$ cat config.mk
export PLATFORM = sky130hd
export DESIGN_NAME = fetch_issue_sequencer_flat
export DESIGN_NICKNAME = d
export VERILOG_FILES = /design/src/rtl/fetch_pkg.sv /design/src/rtl/fetch_issue_sequencer_if.sv /design/src/rtl/fetch_warp_queue.sv /design/src/rtl/fetch_issue_sequencer.sv /design/src/flat_wrapper.sv
export SDC_FILE = /design/constraint.sdc
export NUM_CORES = 1
export LEC_CHECK = 0
export CORE_AREA = 4 4 162 164
export DETAILED_ROUTE_END_ITERATION = 10
export DIE_AREA = 0 0 166 168
export PLACE_DENSITY_LB_ADDON = 0.15
export SLEW_MARGIN = 20
export SYNTH_ARGS = -nofsm -noshare
export SYNTH_HDL_FRONTEND = slang
export SYNTH_SLANG_ARGS = --single-unit
$ cat constraint.sdc
create_clock -name clk -period 5.7 [get_ports clk]
set_input_delay 1.14 -clock clk [delete_from_list [all_inputs] [get_ports clk]]
set_output_delay 1.14 -clock clk [all_outputs]
set_load 0.01 [all_outputs]
$ cat src/rtl/fetch_pkg.sv
// Shared types and helpers for the fetch/issue sequencer.
package fetch_pkg;

  localparam int unsigned WARP_NUM_DEF = 8;
  localparam int unsigned WID_W        = $clog2(WARP_NUM_DEF);

  typedef enum logic [1:0] {
    IDLE,
    REQ,
    MISS
  } fetch_state_t;

  // One-hot (or zero) to index. Bits are OR-ed together, so there is no priority chain.
  // Callers must not pass vectors wider than 32 bits.
  function automatic int unsigned onehot_to_idx(input logic [31:0] oh);
    int unsigned idx;
    idx = 0;
    for (int unsigned i = 0; i < 32; i++) begin
      if (oh[i]) idx |= i;
    end
    return idx;
  endfunction

endpackage

$ cat src/rtl/fetch_issue_sequencer_if.sv
// Grant, I-cache and decode signals of the fetch/issue sequencer.
// The FETCH_PERF_CNT_EN macro adds the performance counter outputs.
interface fetch_issue_sequencer_if #(
  parameter int unsigned WARP_NUM = 8,
  parameter int unsigned PC_W     = 32
);
  localparam int unsigned WidW = $clog2(WARP_NUM);

  logic [WARP_NUM-1:0]      GRT_raw_1_RR_IF;
  logic [WARP_NUM-1:0]      GRT_raw_2_RR_IF;
  logic [WARP_NUM*PC_W-1:0] PCAll_PC_IF;
  logic [WARP_NUM-1:0]      Flush_TM_IF;
  logic                     Full_IF_RR;
  logic                     Req_IF_IC;
  logic [PC_W-1:0]          Addr_IF_IC;
  logic                     Ack_IC_IF;
  logic                     Miss_IC_IF;
  logic                     Refill_IC_IF;
  logic [PC_W-1:0]          Inst_IC_IF;
  logic                     Stall_ID_IF;
  logic                     Valid_IF_ID;
  logic [WidW-1:0]          WarpID_IF_ID;
  logic [PC_W-1:0]          PC_IF_ID;
  logic [PC_W-1:0]          Inst_IF_ID;
`ifdef FETCH_PERF_CNT_EN
  logic [15:0]              IssueCnt_IF_PERF;
  logic [15:0]              MissCyc_IF_PERF;
`endif

  // Sequencer side
  modport master (
`ifdef FETCH_PERF_CNT_EN
    output IssueCnt_IF_PERF, output MissCyc_IF_PERF,
`endif
    input  GRT_raw_1_RR_IF, input GRT_raw_2_RR_IF, input PCAll_PC_IF, input Flush_TM_IF,
    input  Ack_IC_IF, input Miss_IC_IF, input Refill_IC_IF, input Inst_IC_IF,
    input  Stall_ID_IF,
    output Full_IF_RR, output Req_IF_IC, output Addr_IF_IC,
    output Valid_IF_ID, output WarpID_IF_ID, output PC_IF_ID, output Inst_IF_ID
  );

  // Environment side
  modport slave (
`ifdef FETCH_PERF_CNT_EN
    input  IssueCnt_IF_PERF, input MissCyc_IF_PERF,
`endif
    output GRT_raw_1_RR_IF, output GRT_raw_2_RR_IF, output PCAll_PC_IF, output Flush_TM_IF,
    output Ack_IC_IF, output Miss_IC_IF, output Refill_IC_IF, output Inst_IC_IF,
    output Stall_ID_IF,
    input  Full_IF_RR, input Req_IF_IC, input Addr_IF_IC,
    input  Valid_IF_ID, input WarpID_IF_ID, input PC_IF_ID, input Inst_IF_ID
  );

endinterface

$ cat src/rtl/fetch_warp_queue.sv
// 2-push/1-pop circular warp queue. Each entry has a live bit, and a per-warp kill vector
// clears it. A push whose warp is killed in the same cycle is discarded.
module fetch_warp_queue #(
  parameter int unsigned WARP_NUM = 8,
  parameter int unsigned QDEPTH   = 4,
  localparam int unsigned WidW    = $clog2(WARP_NUM),
  localparam int unsigned PtrW    = $clog2(QDEPTH),
  localparam int unsigned CntW    = PtrW + 1
) (
  input  logic                clk,
  input  logic                rst,
  input  logic                push1_i,
  input  logic [WidW-1:0]     push1_id_i,
  input  logic                push2_i,
  input  logic [WidW-1:0]     push2_id_i,
  input  logic                pop_i,
  input  logic [WARP_NUM-1:0] kill_i,
  output logic                head_valid_o,
  output logic                head_live_o,
  output logic [WidW-1:0]     head_id_o,
  output logic [CntW-1:0]     count_o
);

  logic [WidW-1:0]   id_q [QDEPTH];
  logic [QDEPTH-1:0] live_q;
  logic [PtrW-1:0]   wr_ptr_q, rd_ptr_q, wr2_ptr;
  logic [CntW-1:0]   count_q;
  logic              push1_ok, push2_ok;

  // Flush wins over a same-cycle push. Push 2 follows push 1 only if push 1 was kept.
  always_comb begin
    push1_ok = push1_i & ~kill_i[push1_id_i];
    push2_ok = push2_i & ~kill_i[push2_id_i];
    wr2_ptr  = push1_ok ? wr_ptr_q + PtrW'(1) : wr_ptr_q;
  end

  // Pointers, count and live bits. Kills apply first, and new writes override them.
  always_ff @(posedge clk) begin
    if (rst) begin
      wr_ptr_q <= '0;
      rd_ptr_q <= '0;
      count_q  <= '0;
      live_q   <= '0;
    end else begin
      for (int unsigned i = 0; i < QDEPTH; i++) begin
        if (kill_i[id_q[i]]) live_q[i] <= 1'b0;
      end
      if (push1_ok) live_q[wr_ptr_q] <= 1'b1;
      if (push2_ok) live_q[wr2_ptr] <= 1'b1;
      if (pop_i) rd_ptr_q <= rd_ptr_q + PtrW'(1);
      wr_ptr_q <= wr_ptr_q + PtrW'(push1_ok) + PtrW'(push2_ok);
      count_q  <= count_q + CntW'(push1_ok) + CntW'(push2_ok) - CntW'(pop_i);
    end
  end

  // Entry payload storage. It needs no reset because occupancy is tracked by the count.
  always_ff @(posedge clk) begin
    if (push1_ok) id_q[wr_ptr_q] <= push1_id_i;
    if (push2_ok) id_q[wr2_ptr] <= push2_id_i;
  end

  assign head_valid_o = (count_q != '0);
  assign head_live_o  = live_q[rd_ptr_q];
  assign head_id_o    = id_q[rd_ptr_q];
  assign count_o      = count_q;

endmodule

$ cat src/rtl/fetch_issue_sequencer.sv
// Fetch/issue sequencer. It queues granted warps, issues one I-cache fetch at a time, rides out
// misses and delivers tagged instructions to decode.
// The FETCH_PERF_CNT_EN macro adds the issue and miss-cycle counters.
module fetch_issue_sequencer
  import fetch_pkg::*;
#(
  parameter int unsigned WARP_NUM = WARP_NUM_DEF,
  parameter int unsigned PC_W     = 32,
  parameter int unsigned QDEPTH   = 4
) (
  input logic                    clk,
  input logic                    rst,
  fetch_issue_sequencer_if.master bus
);

  localparam int unsigned WidW = $clog2(WARP_NUM);
  localparam int unsigned CntW = $clog2(QDEPTH) + 1;

  fetch_state_t    state_q, state_d;
  logic [CntW-1:0] count;
  logic            head_valid, head_live, head_live_now;
  logic [WidW-1:0] head_id, gnt1_id, gnt2_id;
  logic [PC_W-1:0] head_pc;
  logic            full, push1, push2, pop, req, load, out_free;

  logic            valid_q, valid_d;
  logic [WidW-1:0] wid_q, wid_d;
  logic [PC_W-1:0] pc_q, pc_d, inst_q, inst_d;

  // Encode grants and drop any that arrive while the queue is full.
  always_comb begin
    full    = (count > CntW'(QDEPTH - 2));
    gnt1_id = WidW'(onehot_to_idx(32'(bus.GRT_raw_1_RR_IF)));
    gnt2_id = WidW'(onehot_to_idx(32'(bus.GRT_raw_2_RR_IF)));
    push1   = (|bus.GRT_raw_1_RR_IF) & ~full;
    push2   = (|bus.GRT_raw_2_RR_IF) & ~full;
  end

  fetch_warp_queue #(
    .WARP_NUM (WARP_NUM),
    .QDEPTH   (QDEPTH)
  ) u_queue (
    .clk          (clk),
    .rst          (rst),
    .push1_i      (push1),
    .push1_id_i   (gnt1_id),
    .push2_i      (push2),
    .push2_id_i   (gnt2_id),
    .pop_i        (pop),
    .kill_i       (bus.Flush_TM_IF),
    .head_valid_o (head_valid),
    .head_live_o  (head_live),
    .head_id_o    (head_id),
    .count_o      (count)
  );

  // Live PC of the head warp
  always_comb begin
    head_pc = '0;
    for (int unsigned i = 0; i < WARP_NUM; i++) begin
      if (head_id == WidW'(i)) head_pc = bus.PCAll_PC_IF[i*PC_W +: PC_W];
    end
  end

  // Next-state logic and request control. IDLE issues in the same cycle it sees a live head,
  // which gives the grant-to-request latency of one cycle. A head flushed while in flight stays
  // queued until its Ack arrives, and that Ack pops it without loading the output.
  always_comb begin
    state_d       = state_q;
    req           = 1'b0;
    pop           = 1'b0;
    load          = 1'b0;
    head_live_now = head_valid & head_live & ~bus.Flush_TM_IF[head_id];
    out_free      = ~valid_q | ~bus.Stall_ID_IF;
    unique case (state_q)
      IDLE: begin
        if (head_valid && !head_live_now) begin
          pop = 1'b1;
        end else if (head_live_now && out_free) begin
          req     = 1'b1;
          state_d = REQ;
        end
      end
      REQ:  req = 1'b1;
      MISS: if (bus.Refill_IC_IF) state_d = REQ;
      default: state_d = IDLE;
    endcase
    if (req) begin
      if (bus.Ack_IC_IF) begin
        pop     = 1'b1;
        load    = head_live_now;
        state_d = IDLE;
      end else if (bus.Miss_IC_IF) begin
        state_d = MISS;
      end
    end
  end

  // Decode output register. It holds under stall and is cleared by consumption or by a flush
  // of the held warp.
  always_comb begin
    valid_d = valid_q;
    wid_d   = wid_q;
    pc_d    = pc_q;
    inst_d  = inst_q;
    if (load) begin
      valid_d = 1'b1;
      wid_d   = head_id;
      pc_d    = head_pc;
      inst_d  = bus.Inst_IC_IF;
    end else if (valid_q && (!bus.Stall_ID_IF || bus.Flush_TM_IF[wid_q])) begin
      valid_d = 1'b0;
    end
  end

  // State and output registers
  always_ff @(posedge clk) begin
    if (rst) begin
      state_q <= IDLE;
      valid_q <= 1'b0;
      wid_q   <= '0;
      pc_q    <= '0;
      inst_q  <= '0;
    end else begin
      state_q <= state_d;
      valid_q <= valid_d;
      wid_q   <= wid_d;
      pc_q    <= pc_d;
      inst_q  <= inst_d;
    end
  end

  assign bus.Full_IF_RR   = full;
  assign bus.Req_IF_IC    = req;
  assign bus.Addr_IF_IC   = req ? head_pc : '0;
  assign bus.Valid_IF_ID  = valid_q;
  assign bus.WarpID_IF_ID = wid_q;
  assign bus.PC_IF_ID     = pc_q;
  assign bus.Inst_IF_ID   = inst_q;

`ifdef FETCH_PERF_CNT_EN
  logic [15:0] issue_cnt_q, miss_cyc_q;

  // Saturating performance counters
  always_ff @(posedge clk) begin
    if (rst) begin
      issue_cnt_q <= '0;
      miss_cyc_q  <= '0;
    end else begin
      if (load && issue_cnt_q != 16'hFFFF) issue_cnt_q <= issue_cnt_q + 16'd1;
      if (state_q == MISS && miss_cyc_q != 16'hFFFF) miss_cyc_q <= miss_cyc_q + 16'd1;
    end
  end

  assign bus.IssueCnt_IF_PERF = issue_cnt_q;
  assign bus.MissCyc_IF_PERF  = miss_cyc_q;
`endif

  // Illegal stimulus: grants while full, or hit and miss together
  a_no_grant_when_full: assert property (@(posedge clk) disable iff (rst)
    !(full && ((|bus.GRT_raw_1_RR_IF) || (|bus.GRT_raw_2_RR_IF))));
  a_no_ack_and_miss: assert property (@(posedge clk) disable iff (rst)
    !(req && bus.Ack_IC_IF && bus.Miss_IC_IF));

endmodule

$ cat src/flat_wrapper.sv
// flat-port wrapper written by rule: the top's interface ports become plain ports
module fetch_issue_sequencer_flat import fetch_pkg::*;
#(
  parameter int unsigned WARP_NUM = WARP_NUM_DEF,
  parameter int unsigned PC_W     = 32,
  parameter int unsigned QDEPTH   = 4
)
  (clk, rst, bus_GRT_raw_1_RR_IF, bus_GRT_raw_2_RR_IF, bus_PCAll_PC_IF, bus_Flush_TM_IF, bus_Ack_IC_IF, bus_Miss_IC_IF, bus_Refill_IC_IF, bus_Inst_IC_IF, bus_Stall_ID_IF, bus_Full_IF_RR, bus_Req_IF_IC, bus_Addr_IF_IC, bus_Valid_IF_ID, bus_WarpID_IF_ID, bus_PC_IF_ID, bus_Inst_IF_ID);
  fetch_issue_sequencer_if #(.WARP_NUM(WARP_NUM), .PC_W(PC_W)) bus_i ();
  input logic clk;
  input logic rst;
  input wire logic [$bits(bus_i.GRT_raw_1_RR_IF)-1:0] bus_GRT_raw_1_RR_IF;
  input wire logic [$bits(bus_i.GRT_raw_2_RR_IF)-1:0] bus_GRT_raw_2_RR_IF;
  input wire logic [$bits(bus_i.PCAll_PC_IF)-1:0] bus_PCAll_PC_IF;
  input wire logic [$bits(bus_i.Flush_TM_IF)-1:0] bus_Flush_TM_IF;
  input wire logic [$bits(bus_i.Ack_IC_IF)-1:0] bus_Ack_IC_IF;
  input wire logic [$bits(bus_i.Miss_IC_IF)-1:0] bus_Miss_IC_IF;
  input wire logic [$bits(bus_i.Refill_IC_IF)-1:0] bus_Refill_IC_IF;
  input wire logic [$bits(bus_i.Inst_IC_IF)-1:0] bus_Inst_IC_IF;
  input wire logic [$bits(bus_i.Stall_ID_IF)-1:0] bus_Stall_ID_IF;
  output wire logic [$bits(bus_i.Full_IF_RR)-1:0] bus_Full_IF_RR;
  output wire logic [$bits(bus_i.Req_IF_IC)-1:0] bus_Req_IF_IC;
  output wire logic [$bits(bus_i.Addr_IF_IC)-1:0] bus_Addr_IF_IC;
  output wire logic [$bits(bus_i.Valid_IF_ID)-1:0] bus_Valid_IF_ID;
  output wire logic [$bits(bus_i.WarpID_IF_ID)-1:0] bus_WarpID_IF_ID;
  output wire logic [$bits(bus_i.PC_IF_ID)-1:0] bus_PC_IF_ID;
  output wire logic [$bits(bus_i.Inst_IF_ID)-1:0] bus_Inst_IF_ID;
  assign bus_i.GRT_raw_1_RR_IF = bus_GRT_raw_1_RR_IF;
  assign bus_i.GRT_raw_2_RR_IF = bus_GRT_raw_2_RR_IF;
  assign bus_i.PCAll_PC_IF = bus_PCAll_PC_IF;
  assign bus_i.Flush_TM_IF = bus_Flush_TM_IF;
  assign bus_i.Ack_IC_IF = bus_Ack_IC_IF;
  assign bus_i.Miss_IC_IF = bus_Miss_IC_IF;
  assign bus_i.Refill_IC_IF = bus_Refill_IC_IF;
  assign bus_i.Inst_IC_IF = bus_Inst_IC_IF;
  assign bus_i.Stall_ID_IF = bus_Stall_ID_IF;
  assign bus_Full_IF_RR = bus_i.Full_IF_RR;
  assign bus_Req_IF_IC = bus_i.Req_IF_IC;
  assign bus_Addr_IF_IC = bus_i.Addr_IF_IC;
  assign bus_Valid_IF_ID = bus_i.Valid_IF_ID;
  assign bus_WarpID_IF_ID = bus_i.WarpID_IF_ID;
  assign bus_PC_IF_ID = bus_i.PC_IF_ID;
  assign bus_Inst_IF_ID = bus_i.Inst_IF_ID;
  fetch_issue_sequencer #(.WARP_NUM(WARP_NUM), .PC_W(PC_W), .QDEPTH(QDEPTH)) u_core (.clk(clk), .rst(rst), .bus(bus_i));
endmodule
; Yosys cells after proc, flatten, opt, wreduce, memory -nomap -nowiden
; Memory sizes are Yosys's and may differ from the RTL's. A register that Yosys moved wholly into a read port is not among the register bits.
; Cells that the tools add are included.
[word_totals]
out_inout_bits = 102
elab_cells = 150
ff_bits = 81
mem_count = 1
inputBits = 318
ram_bits = 12
[classes]
reduce_logical = 14
bitwise_logic = 15
order_cmp = 14
n_eq_ne = 9
n_mux = 81
addsub = 7
[mem_list]
columns = name, depth, width, read_ports, rd_ports_with_merged_regs, write_ports, line
row1 = u_core.u_queue.id_q, 4, 3, 5, 1, 2, fetch_warp_queue.sv:24  ; logic [WidW-1:0] id_q [QDEPTH];
[ops]
columns = op, count
row1 = $mux W32, 9
row2 = $mux W1, 35
row3 = $lt A3 B4 Y1 const B, 8
row4 = $mux W2, 13
row5 = $bmux W1 S3, 8
row6 = $mux W3, 8
row7 = $reduce_or A8 Y1, 2
row8 = $eq A3 B3 Y1 const B, 4
row9 = $mux W4, 3
row10 = $lt A2 B3 Y1 const B, 3
row11 = $or A4 B4 Y4, 2
row12 = $add A3 B1 Y3, 2
row13 = $and A1 B1 Y1, 6
row14 = $eq A3 B2 Y1 const B, 2
row15 = $not A1 Y1, 6
row16 = $pmux W2 S3, 1
row17 = $logic_and A1 B1 Y1, 5
row18 = $add A2 B1 Y2, 2
row19 = $add A2 B1 Y2 const B, 2
row20 = $demux W1 S2, 2
row21 = $ge A2 B1 Y1 const B, 2
row22 = $eq A3 B1 Y1 const B, 1
row23 = $gt A3 B2 Y1 const B, 1
row24 = $logic_not A3 Y1, 1
row25 = other kinds (11), 12

; Logic depth before layout (Yosys ltp)
; Gate-level depths: netlist (run 1).
[logic_depth]
depth_word = 18
depth_mapped = 13
mapped_depth_nobuf = 11

; Hierarchy
; A second synthesis (run 1) with hierarchy kept.
[unflattened]
hier_cells = 808
area_unflattened_um2 = 7058.0
[modules_own_cells]
columns = module, n_inst, cells_per_inst, seq_area_each_um2, area_per_inst_um2
row1 = fetch_issue_sequencer, 1, 670, 1401.3, 5352.6
row2 = fetch_warp_queue, 1, 138, 620.6, 1705.4

; Worst setup path after synthesis (run 1)
; Ideal clock, no wire load.
[synth_timing]
kind = input-to-reg
from = in bus_GRT_raw_2_RR_IF[1]
to = reg u_core.u_queue.count_q[1], in the netlist u_core.u_queue.count_o[1]
required_time_ns = 5.575
t_arrival_ns = 4.181
stages = 10
setup_slack_ns = 1.394
setup_time_ns = 0.125
path_buffers = 1
path_cell_list = nor4_1 > mux4_1 > o21a_1 > buf_2 > nor3_1 > inv_1 > fa_1 > inv_1 > fa_1 > nor2b_1
[synth_between]
elab_chain_len = 13
word_cells_on_any_way = 15
cone_classes = 2 x add/sub / 9 x mux / 3 x bitwise / 1 x reduce/logical
[synth_rtl]
columns = element, line
row1 = start: declaration, flat_wrapper.sv:13  ; input wire logic [$bits(bus_i.GRT_raw_2_RR_IF)-1:0] bus_GRT_raw_2_RR_IF;
row2 = $mux W1, fetch_pkg.sv:19  ; if (oh[i]) idx |= i;
row3 = $mux W2 (2 in a row), fetch_pkg.sv:19
row4 = $mux W3 (4 in a row), fetch_pkg.sv:19
row5 = $bmux W1 S3, fetch_warp_queue.sv:33  ; push2_ok = push2_i & ~kill_i[push2_id_i];
row6 = $mux W1 (implied by the code), fetch_warp_queue.sv:33
row7 = $not A1 Y1, fetch_warp_queue.sv:33
row8 = $and A1 B1 Y1 *, fetch_warp_queue.sv:33
row9 = $add A3 B1 Y3 *, fetch_warp_queue.sv:52  ; count_q <= count_q + CntW'(push1_ok) + CntW'(push2_ok) - CntW'(pop_i);
row10 = $sub A3 B1 Y3 *, fetch_warp_queue.sv:52
row11 = end signal: assignment, fetch_warp_queue.sv:52
row12 = end: declaration, fetch_warp_queue.sv:27  ; logic [CntW-1:0] count_q;
; Mark *: on every way between the ends. The rest lies on a longest branch, timed or not. The select of a mux whose other input is x is not followed.
; A chain may end at the register's enable or synchronous reset.

==> results.json, run 1 <==
{
  "outcome": "finished clean",
  "grt_pass1_vias": 8050,
  "drive_above_1_share_pct": 7.15,
  "place.gp.congestion": 0.910,
  "synthAdderAreaFrac_pct": 1.95,
  "dpl.cell_count": 1601,
  "synth.most_common_cell": "nand2_1",
  "worst-endpoint-arrival_ns": 4.14,
  "root_buffer": "clkbuf_16",
  "grt_pass1_wl_um": 48800,
  "post_cts.repair.setup_buffers": 0,
  "areaGrowthSynthToFinish_pct": 69.0,
  "drv_slew": 0,
  "top_layer": "met5",
  "core-area_mm2": 0.0249,
  "rsz0062_at_grt": "false",
  "drt-total-wl_um": 33200,
  "synth_seq_area_share_pct": 29.2,
  "htreeDepth": 3,
  "post-dp-hpwl_um": 25900,
  "synth_ff_type": "dfxtp_1",
  "synth_simple_gate_area_share_pct": 23.2,
  "postRouteAntennaNets": 0,
  "ir_drop_uv": 163,
  "hold_slack_ns": 0.451,
  "fillers": 2470,
  "power_density_mw_per_mm2": 349,
  "synth-edff-count": 12,
  "maxCapViolations": 0,
  "synth_top_area_cell": "dfxtp_1",
  "cts_num_sinks": 95,
  "drtIter0Drc": 595,
  "synth_top_family_by_area": "simple AND/OR/NAND/NOR gates",
  "cts_tree": "done",
  "tightest_slew_ns": 0.999,
  "regArea_mm2": 0.00202,
  "cts_buffer_depth": 2,
  "wl_per_cell_um": 20.5,
  "fin_tns_setup_ns": 0,
  "whs_path_depth": 2,
  "synth_mux_area_share_pct": 17.9,
  "multi_input_area_mm2": 0.00450,
  "clock_latency_ns": 0.35,
  "synth_top_area_share_pct": 24.0,
  "cp-start-kind": "flip-flop",
  "detail_route.vias_per_cell": 5.10,
  "leakagePower_nw": 4.24,
  "die_h_um": 168,
  "cp-end-kind": "output pin",
  "fin_nets": 1609,
  "rr_worst_depth": 9,
  "syn_nets": 1236,
  "wl_met1_um": 13700,
  "cts_hold_buf": 0,
  "synth_xor_xnor_area_share_pct": 0.380,
  "min_period_ns": 5.28,
  "ff2ff_setup_slack_ns": 1.44,
  "instances_no_fill": 1621,
  "yosysWarnings": 0,
  "worstSetupPathType": "flip-flop to output pin",
  "die_x_um": 166,
  "hp-start": "u_core.bus.PC_IF_ID[19]",
  "cts_made_buffers": 9,
  "vias": 8259,
  "required_ns": 4.56,
  "skew_ns": 0.0130,
  "grt_max_degree": 69,
  "regToRegEndpoint": "u_core.u_queue.count_o[1]",
  "antenna_found_initial": 5,
  "overflow": 0,
  "setup-violations-final": 0,
  "wl_met2_um": 15700,
  "max_freq_mhz": 189,
  "drtPass1Iterations": 5,
  "cts-resized-gates": 0,
  "whs_endpoint": "u_core.bus.PC_IF_ID[19]",
  "grtUsageTotal_pct": 22.3,
  "worstPathMaxFanout": 35,
  "start_util_pct": 27.8,
  "io_pins": 420,
  "synthCells": 909,
  "synth_top_cells_by_count": "nand2_1 (237), dfxtp_1 (83), a21oi_1 (82)",
  "syn_area_mm2": 0.00691,
  "timing.final.crit_share_pct": 92.6,
  "die_area_mm2": 0.0279,
  "final_util_pct": 46.9,
  "synth_compound_area_share_pct": 21.4,
  "synth.distinct_cells": 54,
  "hp-class": "flip-flop to flip-flop",
  "maxSlewHeadroom_pct": 33.2,
  "route.detailed.drc": 0,
  "ys_top_cells_by_area": "dfxtp_1 (24%), nand2_1 (13%), mux2i_1 (7.2%)",
  "wl_met3_um": 2350,
  "async_flop_share_pct": 0,
  "port_buffers": 419,
  "rows": 58,
  "path_clk_slew_ns": 0.07,
  "synth_area_per_cell_um2": 7.60,
  "hold_viol_final": 0,
  "ys_seq_elements": 95
}
[stage by stage]
step           worst slack [ns]  total power, mW  cell area, um2
6_report                  0.422             4.08           11700
5_1_grt                   0.231             4.37           11700
4_1_cts                   0.472             4.10           11700
3_5_place_dp              0.696             3.44           11400
3_3_place_gp              0.775             3.44           11400
2_1_floorplan              1.39             2.43            6910
[area by class of cell]
| class | instances | area share (%) |
|---|---|---|
| Tap cell | 330 | 3.54 |
| Clock buffer | 11 | 2.08 |
| Clock inverter | 5 | 0.546 |
| Inverter | 19 | 0.611 |
| Antenna cell | 4 | 0.0857 |
| Multi-Input combinational cell | 720 | 38.5 |
| Sequential cell | 95 | 17.3 |
| Timing Repair Buffer | 437 | 37.3 |
[worst max-delay path, cell delays in order (launching register included)]
cell	delay, ns
dfxtp_1	0.60
mux4_2	0.62
nor2b_1	0.79
a221o_1	0.45
nor3_1	0.13
a21oi_4	0.12
buf_4	0.43
nor2_1	0.12
clkdlybuf4s50_1	0.51
[per-layer routing]
metal  up-vias  GRT usage, %
li1       4011             -
met1      3805          28.1
met2       380          37.1
met3        61          5.21
met4         2          8.64
met5         -             0
[layout by cell type (no fill, tap or decap), types with 22 or more instances in the layout]
cell type        count
nand2_1            237
clkdlybuf4s50_1    418
mux2i_1             50
a221oi_1            22
a31oi_1             22
nand3_1             27
mux2_2              32
a21oi_1             81
nor2_1              75
o21ai_0             22
dfxtp_1             83
[kinds of logic (layout without fill, tap and decap cells)]
logic type	count (synthesis)	in the layout
AO/OA/AOI/OAI	225	225
XOR/XNOR	3	3
adder cells (fa/ha/maj)	9	9
buffers and inverters	94	472
flip-flops	95	95
multiplexers	99	99
other	0	4
AND/OR/NAND/NOR	384	384
[worst max-delay path by stage]
stage                                 from                         to  slack [ns]  cells past startpoint
floorplan           bus_GRT_raw_2_RR_IF[1]  u_core.u_queue.count_o[1]        1.39                     10
global placement        bus_Flush_TM_IF[3]          bus_Addr_IF_IC[4]        0.78                      8
detailed placement      bus_Flush_TM_IF[3]         bus_Addr_IF_IC[30]        0.70                      8
CTS                              flip-flop         bus_Addr_IF_IC[30]        0.47                      8
global route                     flip-flop          bus_Addr_IF_IC[2]        0.23                      8
finish                           flip-flop         bus_Addr_IF_IC[30]        0.42                      8
[flip-flops by register name, summed over array words and instances (netlist names), 3 cells and up, named ones only]
register,flops
u_core.bus.Inst_IF_ID,32
u_core.bus.PC_IF_ID,32
u_core.u_queue.id_q,12
u_core.u_queue.count_o,3
u_core.u_queue.live_q,4
u_core.bus.WarpID_IF_ID,3
[where the power goes]
part	switching [mW]	leakage [nW]	internal, mW
Clock	0.277	0.147	0.357
Combinational	1.47	3.32	1.09
Sequential	0.0952	0.765	0.787
No activity file was read; power rests on OpenSTA's default activity.
==> run 2: changes to the inputs <==
--- a/config.mk
+++ b/config.mk
@@ -5,11 +5,12 @@
 export SDC_FILE = /design/constraint.sdc
 export NUM_CORES = 1
 export LEC_CHECK = 0
-export CORE_AREA = 4 4 162 164
+export CORE_AREA = 4 4 161 163
 export DETAILED_ROUTE_END_ITERATION = 10
-export DIE_AREA = 0 0 166 168
+export DIE_AREA = 0 0 165 167
 export PLACE_DENSITY_LB_ADDON = 0.15
 export SLEW_MARGIN = 20
 export SYNTH_ARGS = -nofsm -noshare
 export SYNTH_HDL_FRONTEND = slang
+export SYNTH_HIERARCHICAL = 1
 export SYNTH_SLANG_ARGS = --single-unit
==> run 2 against run 1 <==
  * Via count decreased by 3.5%
  * Flip-flop and latch count unchanged
  * Final area increased by 0.74%
  * Fmax up 2.2%
  * Worst hold slack gained 0.0030 ns
  * Core utilization is 1.5 points higher
  * Total power rose by 2.9%
  * Clock skew fell by 0.0018 ns
  * Combinational power is 6% higher
  * Count of clock-buffer cells in the layout stayed put
  * Critical endpoint is now bus_Addr_IF_IC[5]
  * Largest cell class unchanged
  * Largest power group unchanged
==> results.json, run 2 <==
{
  "rows": 57,
  "route.detailed.drc": 0,
  "stdcell_area_mm2": 0.0118,
  "drive_above_1_share_pct": 14.0,
  "leakagePower_nw": 4.02,
  "hold_viol_final": 0,
  "power_density_mw_per_mm2": 357,
  "dpl.cell_count": 1498,
  "cp-end-kind": "output pin",
  "maxCapViolations": 0,
  "die_h_um": 167,
  "drtPass1Iterations": 5,
  "overflow": 0,
  "io_pins": 420,
  "port_buffers": 419,
  "antenna_found_initial": 14,
  "tightest_slew_ns": 1.06,
  "rsz0062_at_grt": "false",
  "worstPathMaxFanout": 27,
  "instances_no_fill": 1522,
  "worstSetupPathType": "flip-flop to output pin",
  "cts-resized-gates": 0,
  "placed_area_mm2": 0.0114,
  "synth.distinct_cells": 61,
  "wl_per_cell_um": 23.8,
  "whs_endpoint": "u_core/bus.Inst_IF_ID[26]",
  "min_period_ns": 5.16,
  "drv_slew": 0,
  "post_cts.repair.setup_buffers": 0,
  "post-dp-hpwl_um": 29100,
  "grt_max_degree": 85,
  "maxSlewHeadroom_pct": 29.1,
  "syn_area_mm2": 0.00706,
  "path_clk_slew_ns": 0.07,
  "cts_num_sinks": 95,
  "cts_tree": "done",
  "layout_common_cells": "clkdlybuf4s50_1 (418), nand2_1 (124), dfxtp_1 (83), nor2_1 (75), a21oi_1 (66)",
  "core-area_mm2": 0.0243,
  "areaGrowthSynthToFinish_pct": 66.7,
  "skew_ns": 0.0112,
  "syn_nets": 1134,
  "cts_hold_buf": 0,
  "synth_top_area_share_pct": 23.5,
  "die_x_um": 165,
  "place_ws_ns": 0.876,
  "synth_ff_type": "dfxtp_1",
  "ir_drop_uv": 191,
  "grtUsageTotal_pct": 24.9,
  "clock_latency_ns": 0.35,
  "synth_top_cells_by_count": "nand2_1 (124), dfxtp_1 (83), nor2_1 (75)",
  "setup_slack_ns": 0.535,
  "synthCells": 808,
  "detail_route.vias_per_cell": 5.24,
  "hp-start": "u_core/bus.Inst_IF_ID[26]",
  "cp-start-kind": "flip-flop",
  "synth_seq_area_share_pct": 28.6,
  "htreeDepth": 3,
  "grt_pass1_vias": 7860,
  "synth-edff-count": 12,
  "cts_buffer_depth": 2,
  "place.gp.congestion": 0.912,
  "synth_top_area_cell": "dfxtp_1",
  "synth_area_per_cell_um2": 8.74,
  "required_ns": 4.56,
  "cts_made_buffers": 9,
  "ys_top_cells_by_area": "dfxtp_1 (24%), mux2_2 (7.2%), a211oi_2 (6.7%)",
  "whs_path_depth": 2,
  "root_buffer": "clkbuf_16",
  "rr_worst_depth": 11,
  "die_area_mm2": 0.0276,
  "postRouteAntennaNets": 0,
  "setup-violations-final": 0,
  "final_util_pct": 48.4,
  "drtIter0Drc": 628,
  "worst-endpoint-arrival_ns": 4.02,
  "async_flop_share_pct": 0,
  "regToRegEndpoint": "u_core/u_queue/count_o[1]",
  "fillers": 2327,
  "vias": 7974,
  "timing.final.crit_share_pct": 90.6,
  "synth.most_common_cell": "nand2_1",
  "yosysWarnings": 6,
  "outcome": "finished clean",
  "ys_seq_elements": 95,
  "ff2ff_setup_slack_ns": 1.51,
  "start_util_pct": 29.0,
  "hold_slack_ns": 0.454,
  "grt_pass1_wl_um": 51200,
  "drt-total-wl_um": 36200,
  "fin_nets": 1512,
  "total_power_mw": 4.20,
  "final_common_cell": "clkdlybuf4s50_1",
  "fin_tns_setup_ns": 0,
  "hp-class": "flip-flop to flip-flop",
  "max_freq_mhz": 194
}
==> run 2: per-layer routing <==
| metal | up-vias | global-route usage [%] | part of all wire, % |
|---|---|---|---|
| met4 | 16 | 9.37 | 3.5 |
| met3 | 74 | 7.41 | 8.6 |
| met5 | - | 0 | 0.32 |
| li1 | 3781 | - | - |
| met2 | 341 | 45.5 | 53 |
| met1 | 3762 | 26.6 | 35 |
==> run 2: how the worst max path moves through the flow <==
| stage | start | endpoint | slack, ns | depth (start not counted) |
|---|---|---|---|---|
| finish | flip-flop | bus_Addr_IF_IC[5] | 0.54 | 7 |
| global route | flip-flop | bus_Addr_IF_IC[4] | 0.41 | 8 |
| CTS | flip-flop | bus_Addr_IF_IC[4] | 0.60 | 8 |
| detailed placement | bus_Flush_TM_IF[2] | bus_Addr_IF_IC[10] | 0.88 | 8 |
| global placement | bus_GRT_raw_1_RR_IF[3] | u_core/u_queue/count_o[1] | 0.95 | 12 |
| floorplan | bus_GRT_raw_1_RR_IF[3] | u_core/u_queue/count_o[1] | 1.49 | 10 |
==> run 2: power by group <==
| group | leakage, nW | switching (mW) | internal (mW) |
|---|---|---|---|
| Clock | 0.143 | 0.273 | 0.323 |
| Sequential | 0.763 | 0.0925 | 0.803 |
| Combinational | 3.11 | 1.56 | 1.15 |
==> run 2: final cells by class <==
cell class / instances / area [um2] / share of cell area, %
Sequential cell: 95 / 2020 / 17.2
Multi-Input combinational cell: 628 / 4630 / 39.4
Tap cell: 324 / 405 / 3.45
Clock inverter: 5 / 38.8 / 0.330
Clock buffer: 11 / 253 / 2.15
Antenna cell: 7 / 17.5 / 0.149
Inverter: 16 / 60.1 / 0.510
Timing Repair Buffer: 436 / 4340 / 36.9
==> run 2: critical path, cell delays in order, from the launching register on <==
cell	delay, ns
dfxtp_1	0.43
mux4_4	0.88
and2b_1	0.59
a22oi_1	0.23
o221ai_1	0.53
a22oi_1	0.25
nor2_1	0.19
clkdlybuf4s50_1	0.56
==> run 2: kinds of logic after synthesis <==
kind of cell | Yosys count | share of synthesized area, %
compound gates | 246 | 27.5
xor+xnor | 5 | 0.620
fa+ha+maj | 8 | 1.74
buf+inv | 85 | 6.06
flops | 95 | 28.6
mux | 91 | 16.7
simple gates | 278 | 18.7
==> run 3: changes to the inputs <==
--- a/config.mk
+++ b/config.mk
@@ -14,3 +14,4 @@
 export SYNTH_HDL_FRONTEND = slang
 export SYNTH_HIERARCHICAL = 1
 export SYNTH_SLANG_ARGS = --single-unit
+export TNS_END_PERCENT = 10
==> results of run 3 <==
Final layout, timing and power as in run 2 (identical DEF).
==> patch 1, RTL diff (config.mk and constraints of run 2) <==
`PC_W` is set to 32 in 3 places; all go to 16.
--- a/src/rtl/fetch_issue_sequencer_if.sv
+++ b/src/rtl/fetch_issue_sequencer_if.sv
@@ -3,5 +3,5 @@
 interface fetch_issue_sequencer_if #(
   parameter int unsigned WARP_NUM = 8,
-  parameter int unsigned PC_W     = 32
+  parameter int unsigned PC_W     = 16
 );
   localparam int unsigned WidW = $clog2(WARP_NUM);
--- a/src/rtl/fetch_issue_sequencer.sv
+++ b/src/rtl/fetch_issue_sequencer.sv
@@ -6,5 +6,5 @@
 #(
   parameter int unsigned WARP_NUM = WARP_NUM_DEF,
-  parameter int unsigned PC_W     = 32,
+  parameter int unsigned PC_W     = 16,
   parameter int unsigned QDEPTH   = 4
 ) (
--- a/src/flat_wrapper.sv
+++ b/src/flat_wrapper.sv
@@ -3,5 +3,5 @@
 #(
   parameter int unsigned WARP_NUM = WARP_NUM_DEF,
-  parameter int unsigned PC_W     = 32,
+  parameter int unsigned PC_W     = 16,
   parameter int unsigned QDEPTH   = 4
 )
Interface: changed (5 resized); port bits go from 420 to 228. The function was not compared with the original's and may differ.
==> patch 1 against run 2 <==
Cell area fell by 35%. Power fell by 33%. Utilization fell by 17 points. Synthesized area fell by 33%. Worst hold slack improved by 5.1 ps. Register-to-register slack got worse by 130 ps. Wire length fell by 43%. Sequential cell count fell by 32. Maximum frequency barely moved. Clock power rose by 1%. Die area did not move. Clock skew fell by 6.2 ps. Sequential share of layout area rose by 0.96 points. Setup slack barely moved. Critical path type unchanged.
==> patch 1: results (changes against run 2) <==
Parameter                              Value

Run status
  Status    complete, no violations

Global route
  Number of antenna violations at the first check in global routing    0 (-14)
  Aggregate global-route resource usage    14.3% (-11 points)
  Largest net degree at the start of global routing    52 (-39%)
  Via count of the first global-routing pass    5049 (-36%)

Placement
  Placer's final routability congestion estimate    0.858 (-5.9%)
  Post-DP Area    7290 um^2 (-36%)
  Total half-perimeter wirelength after legalization and detailed placement    16300 um (-44%)
  Count of input and output buffers    227 (-46%)
  Worst slack, placed    539 ps (-338 ps)

CTS
  CTS sink cnt    63 (-34%)
  Clock latency reported for the late side of the worst-skew pair    330 ps (-20 ps)
  Clock slew at the register clock pins of the worst setup and hold paths    50 ps (-20 ps)

Finish
  Proportion of cell area occupied by registers    18.1% (+0.96 points)
  Util after Layout    31.3% (-17 points)
  Fraction of area in multi-input gates    40.6% (+1.2 points)
  Non-CTS buffers    237 (-46%)
  Number of nets in the layout    883 (-42%)
  Layout clock area frac    4.27% (+1.8 points)
  Post-route non-filler standard cell count    1030 (-32%)
  Total of clock buffers placed in the layout    13 (+2)
  Buffering overhead    30.8% (-6.1 points)
  Number of multi-input combinational cells in the layout    371 (-41%)
  Number of inserted filler cells in the final layout    2497 (+7.3%)
  Diode count    0 (-7)

Yosys
  Fraction of the yosys area taken by sequential cells    29.1% (+0.45 points)
  Top area cells in the synthesized netlist    sky130_fd_sc_hd__dfxtp_1 (22%), sky130_fd_sc_hd__mux2i_1 (10%), sky130_fd_sc_hd__edfxtp_1 (7.6%), sky130_fd_sc_hd__mux4_2 (7.1%), sky130_fd_sc_hd__o41ai_2 (4.5%)
  Synthesized-area fraction occupied by adder cells    2.58% (+0.85 points)
  Post-synthesis xor/xnor area fraction    0.923% (+0.30 points)
  Yosys warning count    6 (unchanged)
  Mean instance size in the synthesized netlist    9.61 um^2 (+10%)
  Fraction of the mapped netlist area in compound gates    23.5% (-4.0 points)
  Number of library cell types mapped by synthesis    50 (-18%)
  Share of cell area taken by muxes after synthesis    21.5% (+4.8 points)
  Top cells by count, synth    sky130_fd_sc_hd__dfxtp_1 (51), sky130_fd_sc_hd__mux2i_1 (49), sky130_fd_sc_hd__nor2_1 (37)
  Syn_nets    676 (-40%)

Pwr
  Worst vdd ir    0.000138 V (-28%)
  Static power due to leakage    2.96 nW (-26%)

Setup path
  Register-to-register setup slack    1380 ps (-130 ps)
  Standard cell with the maximum stage delay on the critical path    sky130_fd_sc_hd__nor2b_1
  Data arrival time at the worst-slack endpoint    4020 ps (about the same)
  Maximum fanout along the worst path    43 (+59%)
  Crit path to    bus_Addr_IF_IC[2]

Hold path
  HP Start    u_core/u_queue/live_q[3]
  Min-Delay Endpoint    u_core/u_queue/live_q[3]

Timing
  Final worst setup slack    536 ps (+0.396 ps)
  Final worst clock skew    4.91 ps (-6.24 ps)
  Hold Slack    459 ps (+5.08 ps)
  Worst slew pin tran    1090 ps (+21.6 ps)

Detailed routing
  Post-detailed-route wirelength per cell    20.1 um (-15%)
  Via-per-instance ratio    4.76 (-9.2%)
  Number of design-rule violations left by the first detailed-router iteration    348 (-45%)
==> patch 1: cell count changes after synthesis, moves of 25 or more <==
cell	change
sky130_fd_sc_hd__nand2_1	-105
sky130_fd_sc_hd__dfxtp_1	-32
sky130_fd_sc_hd__mux2_2	-29
sky130_fd_sc_hd__nor2_1	-38
sky130_fd_sc_hd__a21oi_1	-40
sky130_fd_sc_hd__a211oi_2	-38
sky130_fd_sc_hd__a22oi_1	-33
sky130_fd_sc_hd__o221ai_1	-25
==> patch 1: metal layers <==
metal	wire, um	GRT usage [%]
met3	1950	3.71
met4	337	4.01
met2	9810	23.8
met5	0	0
met1	8650	18.2
==> patch 1: where the power goes <==
group          internal, mW  switching, mW
logic                 0.696          0.883
registers             0.547         0.0763
clock network         0.406          0.197
total                  1.65           1.16
==> patch 1: critical path, delay by kind of cell, from the launching register on <==
kind | cells | cell delay (ps)
buffers and inverters | 3 | 1080
muxes | 1 | 690
and+or+nand+nor | 2 | 1070
DFF | 1 | 460
AOI/OAI and AO/OA | 2 | 370
==> patch 2, RTL diff (flow settings as in run 2) <==
Made on the original files. Take the reset off `pc_q` and load it in a clocked block of its own.
--- a/src/rtl/fetch_issue_sequencer.sv
+++ b/src/rtl/fetch_issue_sequencer.sv
@@ -120,5 +120,4 @@
       valid_q <= 1'b0;
       wid_q   <= '0;
-      pc_q    <= '0;
       inst_q  <= '0;
     end else begin
@@ -126,7 +125,10 @@
       valid_q <= valid_d;
       wid_q   <= wid_d;
-      pc_q    <= pc_d;
       inst_q  <= inst_d;
     end
+  end
+
+  always_ff @(posedge clk) begin
+    pc_q <= pc_d;
   end
 
Formal check against the unedited RTL: differs if rst is asserted again (counterexample within 4 cycles, from zero or initial values and one cycle with rst high); with rst held inactive, the same outputs for 4 cycles.
==> patch 2 against run 2 <==
Power down 2.2%. Global-route usage decreased by 2.0 points. Synthesized area increased by 0.64%. Sequential cell count is the same. Setup slack better by 120 ps. Wire length fell by 8.1%. Cell area is 2.0% higher. Critical path depth down 1. Sequential power increased by 8.8%. Largest power group unchanged.
==> patch 2: results (changes against run 2) <==
Parameter                              Value

Run status
  Status    complete, no violations

Pwr
  Power per cell area    342 nW/um^2 (-4.2%)
  Static power due to leakage    4.46 nW (+11%)
  Worst vdd ir    0.000168 V (-12%)
  Proportion of power drawn by flip-flops and latches    23.7% (+2.4 points)

Finish
  Number of nets in the layout    1452 (-4.0%)
  Number of inserted filler cells in the final layout    2272 (-2.4%)
  Sequential Area    2340 um^2 (+16%)
  Non-CTS buffers    447 (+2.5%)
  Combined area of the multi-input logic cells    4430 um^2 (-4.4%)
  Diode count    8 (+1)
  Number of multi-input combinational cells in the layout    557 (-11%)
  Total of clock buffers placed in the layout    10 (-1)

Setup path
  Peak per-stage delay on the critical path    1020 ps (+140 ps)
  Maximum fanout along the worst path    35 (+30%)
  Crit path to    bus_Addr_IF_IC[9]
  Data arrival time at the worst-slack endpoint    3900 ps (-120 ps)
  Critical path's top delay family    multiplexers

Placement
  Number of cells in the design after placement    1439 (-3.9%)
  Worst slack, placed    952 ps (+75.9 ps)
  Total half-perimeter wirelength after legalization and detailed placement    26000 um (-11%)
  Post-DP Area    11700 um^2 (+1.9%)

Global route
  Met1 Usage GRT    25.8% (-0.74 points)
  Met2 layer usage reported by global route    41.2% (-4.4 points)
  First-pass GRT wire length    47900 um (-6.5%)
  Number of antenna violations at the first check in global routing    9 (-5)

Detailed routing
  Via-per-instance ratio    5.22 (-0.38%)
  Sum of met3 wire segment lengths after detailed routing    2930 um (-5.9%)
  Met1 wire length    12400 um (-1.7%)
  Wire length on met2    17000 um (-11%)
  Post-detailed-route wirelength per cell    22.7 um (-4.4%)

Hold path
  HP Start    u_core/bus.Inst_IF_ID[19]

Yosys
  Post-synthesis xor/xnor area fraction    0.617% (-0.0039 points)
  Top area cells in the synthesized netlist    sky130_fd_sc_hd__edfxtp_1 (19%), sky130_fd_sc_hd__dfxtp_1 (14%), sky130_fd_sc_hd__mux2i_1 (12%), sky130_fd_sc_hd__mux4_2 (7.0%), sky130_fd_sc_hd__nand2_1 (5.0%)
  Share of cell area taken by muxes after synthesis    21.3% (+4.6 points)
  Count of flip-flops with a built-in enable after synthesis    44 (+32)
  Synthesized-area fraction occupied by adder cells    1.73% (-0.011 points)
-- patch 2: cell types whose count changed in the layout (fill, tap and decap cells not counted), moves of 26 or more --
cell	before	now
sky130_fd_sc_hd__nor2_1	75	16
sky130_fd_sc_hd__mux2i_1	29	85
sky130_fd_sc_hd__a21oi_1	66	12
sky130_fd_sc_hd__a211oi_2	38	0
sky130_fd_sc_hd__dfxtp_1	83	51
sky130_fd_sc_hd__edfxtp_1	12	44
sky130_fd_sc_hd__mux2_2	45	15
sky130_fd_sc_hd__nand2_1	124	94
sky130_fd_sc_hd__o2bb2ai_1	0	29
sky130_fd_sc_hd__nand2b_1	4	31
sky130_fd_sc_hd__a21o_1	1	27
sky130_fd_sc_hd__a311oi_1	0	26
sky130_fd_sc_hd__a31oi_1	1	27
sky130_fd_sc_hd__nor2b_1	4	30
